`src/rtl/digger_pkg.sv`:
```
// rtl/digger_pkg.sv - shared widths, arbiter state encoding and tile codes for the digger game logic
package digger_pkg;

   localparam int TILE_W = 4;
   localparam int MAP_AW = 8;

   typedef enum logic [1:0] {
      ARB_IDLE  = 2'd0,
      ARB_ISSUE = 2'd1,
      ARB_WAIT  = 2'd2,
      ARB_ACK   = 2'd3
   } arb_state_e;

   // Tile-map codes written by the requesters
   localparam logic [TILE_W-1:0] TILE_EMPTY = 4'h0;
   localparam logic [TILE_W-1:0] TILE_DIRT  = 4'h1;
   localparam logic [TILE_W-1:0] TILE_GEM   = 4'h2;
   localparam logic [TILE_W-1:0] TILE_BAG   = 4'h3;

endpackage

```
`src/rtl/vgaram_arbiter_rr_pick.sv`:
```
// rtl/vgaram_arbiter_rr_pick.sv - combinational round-robin picker, searching from last+1 modulo NREQ
module rr_pick #(
   parameter  int NREQ = 4,
   localparam int IW   = (NREQ > 1) ? $clog2(NREQ) : 1
) (
   input  logic [NREQ-1:0] req,
   input  logic [IW-1:0]   last,
   output logic [NREQ-1:0] grant,
   output logic [IW-1:0]   idx
);

   function automatic logic [IW-1:0] wrap_inc(input logic [IW-1:0] p);
      if (p == IW'(NREQ - 1)) begin
         return '0;
      end
      return p + 1'b1;
   endfunction

   logic [IW-1:0] pos;
   logic          found;

   always_comb begin
      grant = '0;
      idx   = last;
      found = 1'b0;
      pos   = last;
      for (int k = 0; k < NREQ; k++) begin
         pos = wrap_inc(pos);
         if (!found && req[pos]) begin
            found      = 1'b1;
            grant[pos] = 1'b1;
            idx        = pos;
         end
      end
   end

endmodule

```
`src/rtl/vgaram_arbiter.sv`:
```
// rtl/vgaram_arbiter.sv - round-robin arbiter running atomic read/write transactions on the tile-map RAM port
module vgaram_arbiter
   import digger_pkg::*;
#(
   parameter int NREQ   = 4,
   parameter int RD_LAT = 1
) (
   input  logic                     clk100m,
   input  logic                     rst,
   input  logic [NREQ-1:0]          req,
   input  logic [NREQ-1:0]          req_we,
   input  logic [NREQ*MAP_AW-1:0]   req_addr,
   input  logic [NREQ*TILE_W-1:0]   req_wdata,
   output logic [NREQ-1:0]          ack,
   output logic [TILE_W-1:0]        rdata,
   output logic                     busy,
   output logic                     vgaram_we,
   output logic [MAP_AW-1:0]        vgaram_addra,
   output logic [TILE_W-1:0]        vgaram_dina,
   input  logic [TILE_W-1:0]        vgaram_douta
);

   localparam int            IW       = (NREQ > 1) ? $clog2(NREQ) : 1;
   localparam logic [IW-1:0] LAST_RST = IW'(NREQ - 1);
   localparam logic [1:0]    CNT_INIT = 2'(RD_LAT - 1);

   arb_state_e          state_q, state_d;
   logic [IW-1:0]       last_q, last_d;
   logic [NREQ-1:0]     gnt_q, gnt_d;
   logic                op_we_q, op_we_d;
   logic [MAP_AW-1:0]   op_addr_q, op_addr_d;
   logic [TILE_W-1:0]   op_wdata_q, op_wdata_d;
   logic [1:0]          cnt_q, cnt_d;
   logic [NREQ-1:0]     ack_q, ack_d;
   logic [TILE_W-1:0]   rdata_q, rdata_d;
   logic                busy_q, busy_d;
   logic                ram_we_q, ram_we_d;
   logic [MAP_AW-1:0]   ram_addr_q, ram_addr_d;
   logic [TILE_W-1:0]   ram_dina_q, ram_dina_d;

   logic [NREQ-1:0]     pick_grant;
   logic [IW-1:0]       pick_idx;
   logic                sel_we;
   logic [MAP_AW-1:0]   sel_addr;
   logic [TILE_W-1:0]   sel_wdata;

   rr_pick #(
      .NREQ (NREQ)
   ) u_pick (
      .req   (req),
      .last  (last_q),
      .grant (pick_grant),
      .idx   (pick_idx)
   );

   // One-hot mux of the winning requester's operation
   always_comb begin
      sel_we    = 1'b0;
      sel_addr  = '0;
      sel_wdata = '0;
      for (int i = 0; i < NREQ; i++) begin
         if (pick_grant[i]) begin
            sel_we    = req_we[i];
            sel_addr  = req_addr[i*MAP_AW +: MAP_AW];
            sel_wdata = req_wdata[i*TILE_W +: TILE_W];
         end
      end
   end

   // RAM-side outputs are registered from the current state, so they trail it by one
   // cycle; the ACK state therefore lines up with the RD_LAT-th read data cycle.
   always_comb begin
      state_d    = state_q;
      last_d     = last_q;
      gnt_d      = gnt_q;
      op_we_d    = op_we_q;
      op_addr_d  = op_addr_q;
      op_wdata_d = op_wdata_q;
      cnt_d      = cnt_q;
      ack_d      = '0;
      rdata_d    = rdata_q;
      ram_we_d   = 1'b0;
      ram_addr_d = ram_addr_q;
      ram_dina_d = ram_dina_q;

      unique case (state_q)
         ARB_IDLE: begin
            if (|req) begin
               gnt_d      = pick_grant;
               last_d     = pick_idx;
               op_we_d    = sel_we;
               op_addr_d  = sel_addr;
               op_wdata_d = sel_wdata;
               state_d    = ARB_ISSUE;
            end
         end
         ARB_ISSUE: begin
            ram_addr_d = op_addr_q;
            ram_dina_d = op_wdata_q;
            ram_we_d   = op_we_q;
            if (op_we_q) begin
               state_d = ARB_ACK;
            end else begin
               cnt_d   = CNT_INIT;
               state_d = ARB_WAIT;
            end
         end
         ARB_WAIT: begin
            if (cnt_q == 2'd0) begin
               state_d = ARB_ACK;
            end else begin
               cnt_d = cnt_q - 2'd1;
            end
         end
         ARB_ACK: begin
            ack_d = gnt_q;
            if (!op_we_q) begin
               rdata_d = vgaram_douta;
            end
            state_d = ARB_IDLE;
         end
         default: begin
            state_d = ARB_IDLE;
         end
      endcase

      busy_d = (state_d != ARB_IDLE);
   end

   always_ff @(posedge clk100m) begin
      if (rst) begin
         state_q    <= ARB_IDLE;
         last_q     <= LAST_RST;
         gnt_q      <= '0;
         op_we_q    <= 1'b0;
         op_addr_q  <= '0;
         op_wdata_q <= '0;
         cnt_q      <= 2'd0;
         ack_q      <= '0;
         rdata_q    <= '0;
         busy_q     <= 1'b0;
         ram_we_q   <= 1'b0;
         ram_addr_q <= '0;
         ram_dina_q <= '0;
      end else begin
         state_q    <= state_d;
         last_q     <= last_d;
         gnt_q      <= gnt_d;
         op_we_q    <= op_we_d;
         op_addr_q  <= op_addr_d;
         op_wdata_q <= op_wdata_d;
         cnt_q      <= cnt_d;
         ack_q      <= ack_d;
         rdata_q    <= rdata_d;
         busy_q     <= busy_d;
         ram_we_q   <= ram_we_d;
         ram_addr_q <= ram_addr_d;
         ram_dina_q <= ram_dina_d;
      end
   end

   assign ack          = ack_q;
   assign rdata        = rdata_q;
   assign busy         = busy_q;
   assign vgaram_we    = ram_we_q;
   assign vgaram_addra = ram_addr_q;
   assign vgaram_dina  = ram_dina_q;

endmodule

```
`config.mk`:
```
export PLATFORM = sky130hd
export DESIGN_NAME = vgaram_arbiter
export DESIGN_NICKNAME = d
export VERILOG_FILES = /design/src/rtl/digger_pkg.sv /design/src/rtl/vgaram_arbiter_rr_pick.sv /design/src/rtl/vgaram_arbiter.sv
export SDC_FILE = /design/constraint.sdc
export NUM_CORES = 1
export LEC_CHECK = 0
export CORE_AREA = 3 3 79 81
export CTS_CLUSTER_SIZE = 25
export DETAILED_ROUTE_END_ITERATION = 8
export DIE_AREA = 0 0 82 84
export PLACE_DENSITY_LB_ADDON = 0.3
export SETUP_SLACK_MARGIN = 0.05
export SYNTH_ARGS = -nofsm -noshare
export SYNTH_HDL_FRONTEND = slang
export SYNTH_SLANG_ARGS = --single-unit
```
`constraint.sdc`:
```
create_clock -name clk100m -period 4 [get_ports clk100m]
set_input_delay 1 -clock clk100m [delete_from_list [all_inputs] [get_ports clk100m]]
set_output_delay 1 -clock clk100m [all_outputs]
set_load 0.02 [all_outputs]
```
## Word-level counts from Yosys, hierarchy flattened

Cells that the tools add are included.

- Input port bits: 62
- Output and inout port bits: 22
- Register bits after elaboration: 45

- $lt $le $gt $ge: 8
- Mux-type cells: 58
- Equality and inequality tests: 9
- Reduce and logical (&&, ||, !) cells: 22
- Add/sub/neg operators: 5
- Bitwise operators: 6

Operators with widths:

| operator | count |
|---|---|
| two-way mux 2 bit | 16 |
| two-way mux 4 bit | 8 |
| two-way mux 8 bit | 4 |
| two-way mux 1 bit | 20 |
| == test 2 bit (second input constant) | 6 |
| < comparator 2 x 3 -> 1 bit (second input constant) | 4 |
| OR 4 bit | 3 |
| adder 2 x 1 -> 2 bit (second input constant) | 4 |
| binary-select mux 1 bit (select 2 bit) | 4 |
| demux 1 bit (select 2 bit) | 4 |
| >= comparator 2 x 1 -> 1 bit (second input constant) | 4 |
| one-hot mux 2 bit (4 select lines) | 1 |
| logical AND 1 bit | 7 |
| AND reduction 3 bit | 2 |
| zero test 2 bit | 2 |
| != test 2 bit (second input constant) | 2 |
| one-hot mux 2 bit (2 select lines) | 1 |
| AND reduction 2 bit | 2 |
| nonzero test 2 bit | 2 |
| nonzero test 4 bit | 1 |
| OR reduction 2 bit | 2 |
| OR reduction 4 bit | 1 |
| zero test 1 bit | 3 |
| NOT 1 bit | 3 |
| 2 further kinds | 2 |

## Depth between registers and ports, before layout

Gate-level depths: netlist (run 1).

- Depth after elaboration: 22
- Gate-level depth with buffers: 13

## By module

From an unflattened synthesis (run 1), not the netlist that was laid out.

- Cell total of the unflattened synthesis: 335
- Area total of the unflattened synthesis: 2834.0 um^2

Modules (own cells, without submodules):

| module | times used | sequential area each (um^2) | area each (um^2) | cells each |
|---|---|---|---|---|
| vgaram_arbiter | 1 | 900.9 | 2135.8 | 239 |
| rr_pick | 1 | 0.0 | 698.2 | 96 |

## Worst setup path before layout (run 1)

Ideal clock, no wire load.

- Path type: reg-to-reg
- Start: reg last_q[0]
- End: reg op_addr_q[3]
- Data arrival time: 3.065 ns
- Buffers on the path: 3
- Stages on the path, launching flop included: 13
- Setup time: 0.079 ns
- Slack: 0.856 ns
- Cells stage by stage: dfxtp_1 buf_6 inv_1 ha_1 buf_2 nor3_2 a2111oi_4 or2_1 and2_1 a221o_1 or4_4 buf_6 o221ai_2

- Word-level cells in the longest chain between the ends: 22
- Elaborated cells on any way between the ends: 64
- Classes of those cells: 4 x add/sub; 8 x order compare; 4 x eq/ne; 35 x mux; 3 x bitwise; 10 x reduce/logical

Ends and longest elaborated chain:

| item | line | text |
|---|---|---|
| from (decl) | vgaram_arbiter.sv:28 | `logic [IW-1:0] last_q, last_d;` |
| from (signal assigned) | vgaram_arbiter.sv:147 | `last_q <= last_d;` |
| == test 2 bit | vgaram_arbiter_rr_pick.sv:13 | `if (p == IW'(NREQ - 1)) begin` |
| two-way mux 1 bit | vgaram_arbiter_rr_pick.sv:13 |  |
| two-way mux 2 bit * | vgaram_arbiter_rr_pick.sv:16 | `return p + 1'b1;` |
| parallel branches: the longest is 14 deep, another holds < comparator 2 x 3 -> 1 bit | n/a |  |
| two-way mux 4 bit * | vgaram_arbiter_rr_pick.sv:29 | `if (!found && req[pos]) begin` |
| two-way mux 8 bit (3 in series) | vgaram_arbiter.sv:62 | `if (pick_grant[i]) begin` |
| two-way mux 8 bit * | vgaram_arbiter.sv:62 |  |
| to (signal assigned) | vgaram_arbiter.sv:150 | `op_addr_q <= op_addr_d;` |
| to (decl) | vgaram_arbiter.sv:31 | `logic [MAP_AW-1:0] op_addr_q, op_addr_d;` |

Mark *: on every way between the ends. The select of a mux whose other input is x is not followed.
A chain may end at the register's enable or synchronous reset.

## Worst setup path after layout (run 1)

- Start: in req[0]
- End: reg op_addr_q[0]

- Word-level cells in the longest chain between the ends: 16
- Elaborated cells on any way between the ends: 30
- Classes of those cells: 19 x mux; 3 x bitwise; 8 x reduce/logical

Ends and longest elaborated chain:

| item | line | text |
|---|---|---|
| from (decl) | vgaram_arbiter.sv:10 | `input logic [NREQ-1:0] req,` |
| binary-select mux 1 bit (select 2 bit) | vgaram_arbiter_rr_pick.sv:29 |  |
| two-way mux 1 bit (not written as such) | vgaram_arbiter_rr_pick.sv:29 |  |
| two-way mux 1 bit | vgaram_arbiter_rr_pick.sv:29 |  |
| zero test 1 bit | vgaram_arbiter_rr_pick.sv:29 |  |
| logical AND 1 bit | vgaram_arbiter_rr_pick.sv:29 |  |
| two-way mux 1 bit | vgaram_arbiter_rr_pick.sv:29 |  |
| zero test 1 bit | vgaram_arbiter_rr_pick.sv:29 |  |
| logical AND 1 bit | vgaram_arbiter_rr_pick.sv:29 |  |
| two-way mux 1 bit | vgaram_arbiter_rr_pick.sv:29 |  |
| zero test 1 bit | vgaram_arbiter_rr_pick.sv:29 |  |
| logical AND 1 bit | vgaram_arbiter_rr_pick.sv:29 |  |
| two-way mux 4 bit | vgaram_arbiter_rr_pick.sv:29 |  |
| two-way mux 8 bit (4 in series) | vgaram_arbiter.sv:62 |  |

Several ways; a longest one is shown, not always the timed one. The select of a mux whose other input is x is not followed.

==> results.json, run 1 <==
{
  "overflow": 0,
  "pre_cts_ws_ns": 0.3033,
  "final_common_cell": "clkdlybuf4s50_1",
  "post_cts_buffers": 0,
  "ctsResizeCount": 0,
  "finalSetupTns_ns": 0,
  "ys_dominant_reg_cell": "dfxtp_1",
  "ant_nets": 0,
  "peakVddDrop_uv": 356.4,
  "area_growth_pct": 38.50,
  "ys_warn_count": 0,
  "power_density_nw_per_um2": 618.0,
  "numCtsBuffers": 5,
  "n_fill_cell": 479,
  "port_buffers": 83,
  "grt_usage": 0.1944,
  "rows": 27,
  "synth_nets": 344,
  "crit_type": "primary input to flip-flop",
  "fin_ws_ns": 0.5584,
  "post-route-period-util": 0.8604,
  "cp_max_fo": 13,
  "p_comb_frac": 0.590,
  "drive_gt1_frac": 0.1034,
  "finClkSkew_ns": 0.009278,
  "io_pins": 84,
  "startpoint": "req[0]",
  "routed_wl_um": 6443,
  "antenna_found_initial": 0,
  "die_area_um2": 6888,
  "cts_buffer_depth": 2,
  "netlist.area_leader.share": 0.3568,
  "fin_hold_ws_ns": 0.4636,
  "setup_viol": 0,
  "layout_common_cells": "clkdlybuf4s50_1 (83), dfxtp_1 (45), nor2_1 (35)",
  "grt_pass1_wl_um": 10560,
  "postCtsHoldBufs": 0,
  "p_sw_uw": 922.2,
  "num_vias": 2280,
  "seqPwrFrac": 0.277,
  "r2r_start": "last_q[1]$_SDFFE_PP1P_",
  "p_clk_frac": 0.134,
  "ff2ff_path_depth": 9,
  "multiInputGateArea_um2": 1446,
  "cts_tree": "built",
  "tightest_slew_ns": 0.9722,
  "async_reset_ff_frac": 0,
  "cts_sinks": 45,
  "yosysSeqAreaShare": 0.3568,
  "slew_viol_final": 0,
  "leakage_uw": 0.001340,
  "htreeDepth": 2,
  "dpl.hpwl_um": 4703,
  "yosys_register_bits": 45,
  "drcViolationCount": 0,
  "synth_edf_count": 0,
  "intPower_uw": 1239,
  "die_h_um": 84,
  "antenna_cells": 0,
  "rsz0062_at_grt": "no",
  "root_buffer": "clkbuf_8",
  "cp-start-kind": "primary input",
  "path_clk_slew_ns": 0.08,
  "ff_latch_area_um2": 900.9,
  "nNetsFinal": 423,
  "critPathRequiredTime_ns": 4.22,
  "core_area_um2": 5540,
  "netlist_area_um2": 2525,
  "firstDrtPassIters": 5,
  "avgSynthCellArea_um2": 9.386,
  "status": "finished clean",
  "slew_headroom": 0.3495,
  "min_path_cells": 1,
  "die_w_um": 82,
  "finalCriticalPeriod_ns": 3.442,
  "synth_area_leaders": "dfxtp_1 (36%), mux2i_1 (7.5%), ha_1 (6.4%)",
  "grt_max_degree": 31,
  "hp-start": "gnt_q[2]$_SDFFE_PP0P_",
  "clk_latency_ns": 0.30,
  "arrival_ns": 3.66,
  "yosys.area.top_type": "dfxtp_1",
  "initial_core_util": 0.4557,
  "vias_per_cell": 5.429,
  "syn_inst": 269,
  "hp-class": "flip-flop to flip-flop",
  "maxCapViolCount": 0,
  "max_freq_mhz": 290.6,
  "end_kind": "flip-flop",
  "grt_pass1_vias": 2282,
  "place.gp.congestion": 0.8293,
  "yosysUniqueCellTypes": 49,
  "netSwitchingFraction": 0.4267,
  "drt_iter0_drc": 129,
  "routedWlPerCell_um": 15.34,
  "hold_viol": 0
}
==> path summary, 6_finish.rpt <==
check	slack (ns)	end
setup / recovery	0.56	op_addr_q[0]$_SDFFE_PP0P_
setup reg to reg	0.75	op_addr_q[0]$_SDFFE_PP0P_
hold reg to reg	0.46	ack[2]$_SDFF_PP0_
hold / removal	0.46	ack[2]$_SDFF_PP0_
==> worst max-delay path: stages <==
cell             delay (ns)
clkdlybuf4s50_1        0.64
nor2b_1                0.27
a2111oi_4              0.06
or2_1                  0.28
and2_1                 0.18
a221o_1                0.41
or4_4                  0.59
o221ai_1               0.23
==> power by group through the flow <==
stage	clock (uW)	sequential, uW	combinational (uW)
after global placement	0	605	1240
after global routing	314	611	1390
final	289	598	1270
after detailed placement	0	606	1260
after CTS	294	597	1270
after floorplan	0	626	932
==> registers in the layout (all words and copies together) (netlist names) <==
signal	cells
op_wdata_q	4
vgaram_dina	4
state_q	2
cnt_q	2
op_we_q	1
busy	1
gnt_q	4
ack	4
last_q	2
op_addr_q	8
vgaram_addra	8
vgaram_we	1
rdata	4
==> cell families after synthesis <==
| family | Yosys count | share of synthesized area |
|---|---|---|
| buffers and inverters | 40 | 0.07037 |
| AND/OR/NAND/NOR | 78 | 0.1571 |
| flip-flops | 45 | 0.3568 |
| adder cells (fa/ha/maj) | 13 | 0.06442 |
| AO/OA/AOI/OAI | 70 | 0.2557 |
| multiplexers | 21 | 0.08870 |
| XOR/XNOR | 2 | 0.006939 |
==> synth_stat cells (3+ instances only) <==
| master | count |
|---|---|
| dfxtp_1 | 45 |
| nor2_1 | 35 |
| inv_1 | 21 |
| mux2i_1 | 19 |
| a22oi_1 | 16 |
| a32oi_1 | 13 |
| ha_1 | 13 |
| clkbuf_1 | 11 |
| nor2b_1 | 10 |
| o221ai_2 | 10 |
| nand2_1 | 7 |
| and2_1 | 6 |
| a21oi_1 | 5 |
| buf_2 | 4 |
| o21bai_1 | 4 |
| buf_6 | 3 |
| nor3_1 | 3 |
| o221ai_1 | 3 |
==> per-stage QoR <==
stage	cell area [um^2]	total power (uW)	util	cells
floorplan	2525	1558	-	269
global placement	3407	1843	0.6150	413
detailed placement	3407	1870	0.6150	413
CTS	3497	2166	0.6312	420
global route	3497	2316	0.6312	420
finish	3497	2161	0.6312	420
==> per-layer routing <==
metal,up-vias,share of wire,global-route usage
met5,-,0,0
met4,0,0.0096,0.05438
met3,7,0.082,0.06371
met2,84,0.49,0.3226
met1,1062,0.42,0.2359
li1,1127,-,-
==> layout make-up <==
cell class                 count  area share
multi-input combinational    184      0.4136
sequential                    45      0.2576
timing repair buffer          91      0.2547
tap                           72     0.02576
clock buffer                   6     0.02361
inverter                      21     0.02254
clock inverter                 1    0.002147
Power figures use the tool's default switching activity.
==> inputs of run 2 (changes only) <==
==> constraint.sdc (replaced) <==
create_clock -name clk100m -period 3.5 [get_ports clk100m]
set_input_delay 0.875 -clock clk100m [delete_from_list [all_inputs] [get_ports clk100m]]
set_output_delay 0.875 -clock clk100m [all_outputs]
set_load 0.02 [all_outputs]
==> run 2 against run 1 <==
Against the previous run:
- design area is 3.3% higher
- clock skew is 0.00061 ns lower
- setup slack lost 0.26 ns
- global-route usage rose by 0.49 points
- critical path depth up 2
- sequential power rose by 14%
- routed wire length up 3.0%
- utilization rose by 2.1 points
- hold slack gained 0.00060 ns
- die area did not move
- final cell count increased by 2.4%
- first-iteration DRC count shrank 12%
- critical path type unchanged
- largest cell class unchanged
==> results.json, run 2 (same netlist as run 1, synthesis figures left out) <==
{
  "peakVddDrop_uv": 308.6,
  "finalCriticalPeriod_ns": 3.204,
  "hp-class": "flip-flop to flip-flop",
  "rsz0062_at_grt": "no",
  "critPathTopFamily": "compound AO/OA/AOI/OAI gates",
  "routed_wl_um": 6639,
  "clk_latency_ns": 0.31,
  "overflow": 0,
  "initial_core_util": 0.4557,
  "p_comb_frac": 0.588,
  "die_w_um": 82,
  "fin_hold_ws_ns": 0.4642,
  "cp_max_fo": 13,
  "cts_buffer_depth": 2,
  "area_growth_pct": 43.01,
  "path_clk_slew_ns": 0.08,
  "slew_headroom": 0.3661,
  "status": "finished clean",
  "slowest_stage": "clkdlybuf4s50_1",
  "setup_viol": 0,
  "ant_nets": 0,
  "crit_chain": "clkdlybuf4s50_1, or3b_1, a2111oi_1, o21bai_1, buf_4, a22oi_1, nand2_1, nand3b_1, buf_12, o221ai_1",
  "arrival_ns": 3.42,
  "end_kind": "flip-flop",
  "place.gp.congestion": 0.8860,
  "grt_usage": 0.1993,
  "netSwitchingFraction": 0.4101,
  "final_common_cell": "clkdlybuf4s50_1",
  "numCtsBuffers": 5,
  "root_buffer": "clkbuf_8",
  "rows": 27,
  "routedWlPerCell_um": 15.44,
  "grt_pass1_wl_um": 10810,
  "grt_pass1_vias": 2334,
  "cts_tree": "built",
  "core_area_um2": 5540,
  "num_vias": 2357,
  "intPower_uw": 1546,
  "grt_max_degree": 31,
  "drt_iter0_drc": 114,
  "min_path_cells": 1,
  "crit_type": "primary input to flip-flop",
  "die_h_um": 84,
  "drcViolationCount": 0,
  "crit_cells": 10,
  "postCtsHoldBufs": 0,
  "power_density_nw_per_um2": 726.0,
  "post-route-period-util": 0.9153,
  "fin_util": 0.6518,
  "layout_common_cells": "clkdlybuf4s50_1 (83), dfxtp_1 (45), nor2_1 (35)",
  "port_buffers": 83,
  "cts_sinks": 45,
  "vias_per_cell": 5.481,
  "slew_viol_final": 0,
  "maxCapViolCount": 0,
  "finClkSkew_ns": 0.008667,
  "finalSetupTns_ns": 0,
  "max_freq_mhz": 312.1,
  "antenna_found_initial": 0,
  "nNetsFinal": 432,
  "die_area_um2": 6888,
  "cp-start-kind": "primary input",
  "antenna_cells": 0,
  "ctsResizeCount": 0,
  "firstDrtPassIters": 4,
  "htreeDepth": 2,
  "post_cts_buffers": 0,
  "p_sw_uw": 1075,
  "crit_buf_inv": 3,
  "p_clk_frac": 0.152,
  "ff2ff_path_depth": 11,
  "hold_viol": 0,
  "critPathRequiredTime_ns": 3.72,
  "dpl.hpwl_um": 4957,
  "leakage_uw": 0.001406,
  "fin_total_pwr_uw": 2622,
  "tightest_slew_ns": 0.9473,
  "max_stage_delay_ns": 0.50,
  "drive_gt1_frac": 0.1257,
  "io_pins": 84,
  "seqPwrFrac": 0.261
}
[run 2: changes by cell type in the layout (fill, tap and decap cells not counted)]
cell        before  now
buf_4            8   15
buf_12           0    2
bufinv_16        0    1
clkbuf_1         0    1
clkbuf_8         6    5
clkinv_4         0    1
clkinvlp_4       1    0
[run 2: per-stage QoR]
step	cells	area, um^2	setup slack [ns]
6_report	430	3611	0.2963
5_1_grt	430	3611	0.1483
4_1_cts	430	3611	0.3483
3_5_place_dp	422	3500	0.03576
3_3_place_gp	422	3500	0.1176
2_1_floorplan	269	2525	0.3564
[run 2: cell type report]
cell class / instances / area (um^2)
clock buffers: 6 / 72.57
clock inverters: 2 / 38.79
fillers: 484 / 1929
inverters: 21 / 78.83
multi-input cells: 184 / 1446
flip-flops and latches: 45 / 900.9
well taps: 72 / 90.09
repair buffers: 100 / 983.4
[run 2: per-layer routing]
metal | part of all wire | GRT usage | vias to the layer above
met3 | 0.070 | 0.05940 | 13
met2 | 0.47 | 0.3159 | 84
li1 | - | - | 1155
met1 | 0.44 | 0.2552 | 1105
met4 | 0.016 | 0.06495 | 0
met5 | 0 | 0 | -
[run 2: final timing paths]
| path | start | to | slack, ns |
|---|---|---|---|
| max | req[1] | op_addr_q[1]$_SDFFE_PP0P_ | 0.30 |
| min | gnt_q[3]$_SDFFE_PP0P_ | ack[3]$_SDFF_PP0_ | 0.46 |
| max reg2reg | last_q[1]$_SDFFE_PP1P_ | op_addr_q[1]$_SDFFE_PP0P_ | 0.38 |
| min reg2reg | gnt_q[3]$_SDFFE_PP0P_ | ack[3]$_SDFF_PP0_ | 0.46 |
[run 2: power groups by stage]
stage	Sequential [uW]	Clock, uW	Combinational [uW]
2_1_floorplan	716	0	1060
3_5_place_dp	693	0	1530
5_1_grt	694	424	1690
6_report	683	398	1540
3_3_place_gp	690	0	1500
4_1_cts	682	401	1540
[run 2: worst reg2reg max path: cells and delay by family (launching register included)]
| kind | cells | cell delay [ns] |
|---|---|---|
| buffers and inverters | 3 | 0.54 |
| adder cells (fa/ha/maj) | 1 | 0.47 |
| flip-flops | 1 | 0.38 |
| AND/OR/NAND/NOR | 3 | 0.68 |
| AO/OA/AOI/OAI | 4 | 0.97 |
==> inputs of run 3 (changes only) <==
--- a/config.mk
+++ b/config.mk
@@ -10,7 +10,6 @@
 export DETAILED_ROUTE_END_ITERATION = 8
 export DIE_AREA = 0 0 82 84
 export PLACE_DENSITY_LB_ADDON = 0.3
-export SETUP_SLACK_MARGIN = 0.05
 export SYNTH_ARGS = -nofsm -noshare
 export SYNTH_HDL_FRONTEND = slang
 export SYNTH_SLANG_ARGS = --single-unit
==> results of run 3 <==
Final layout, timing and power as in run 2 (identical DEF).
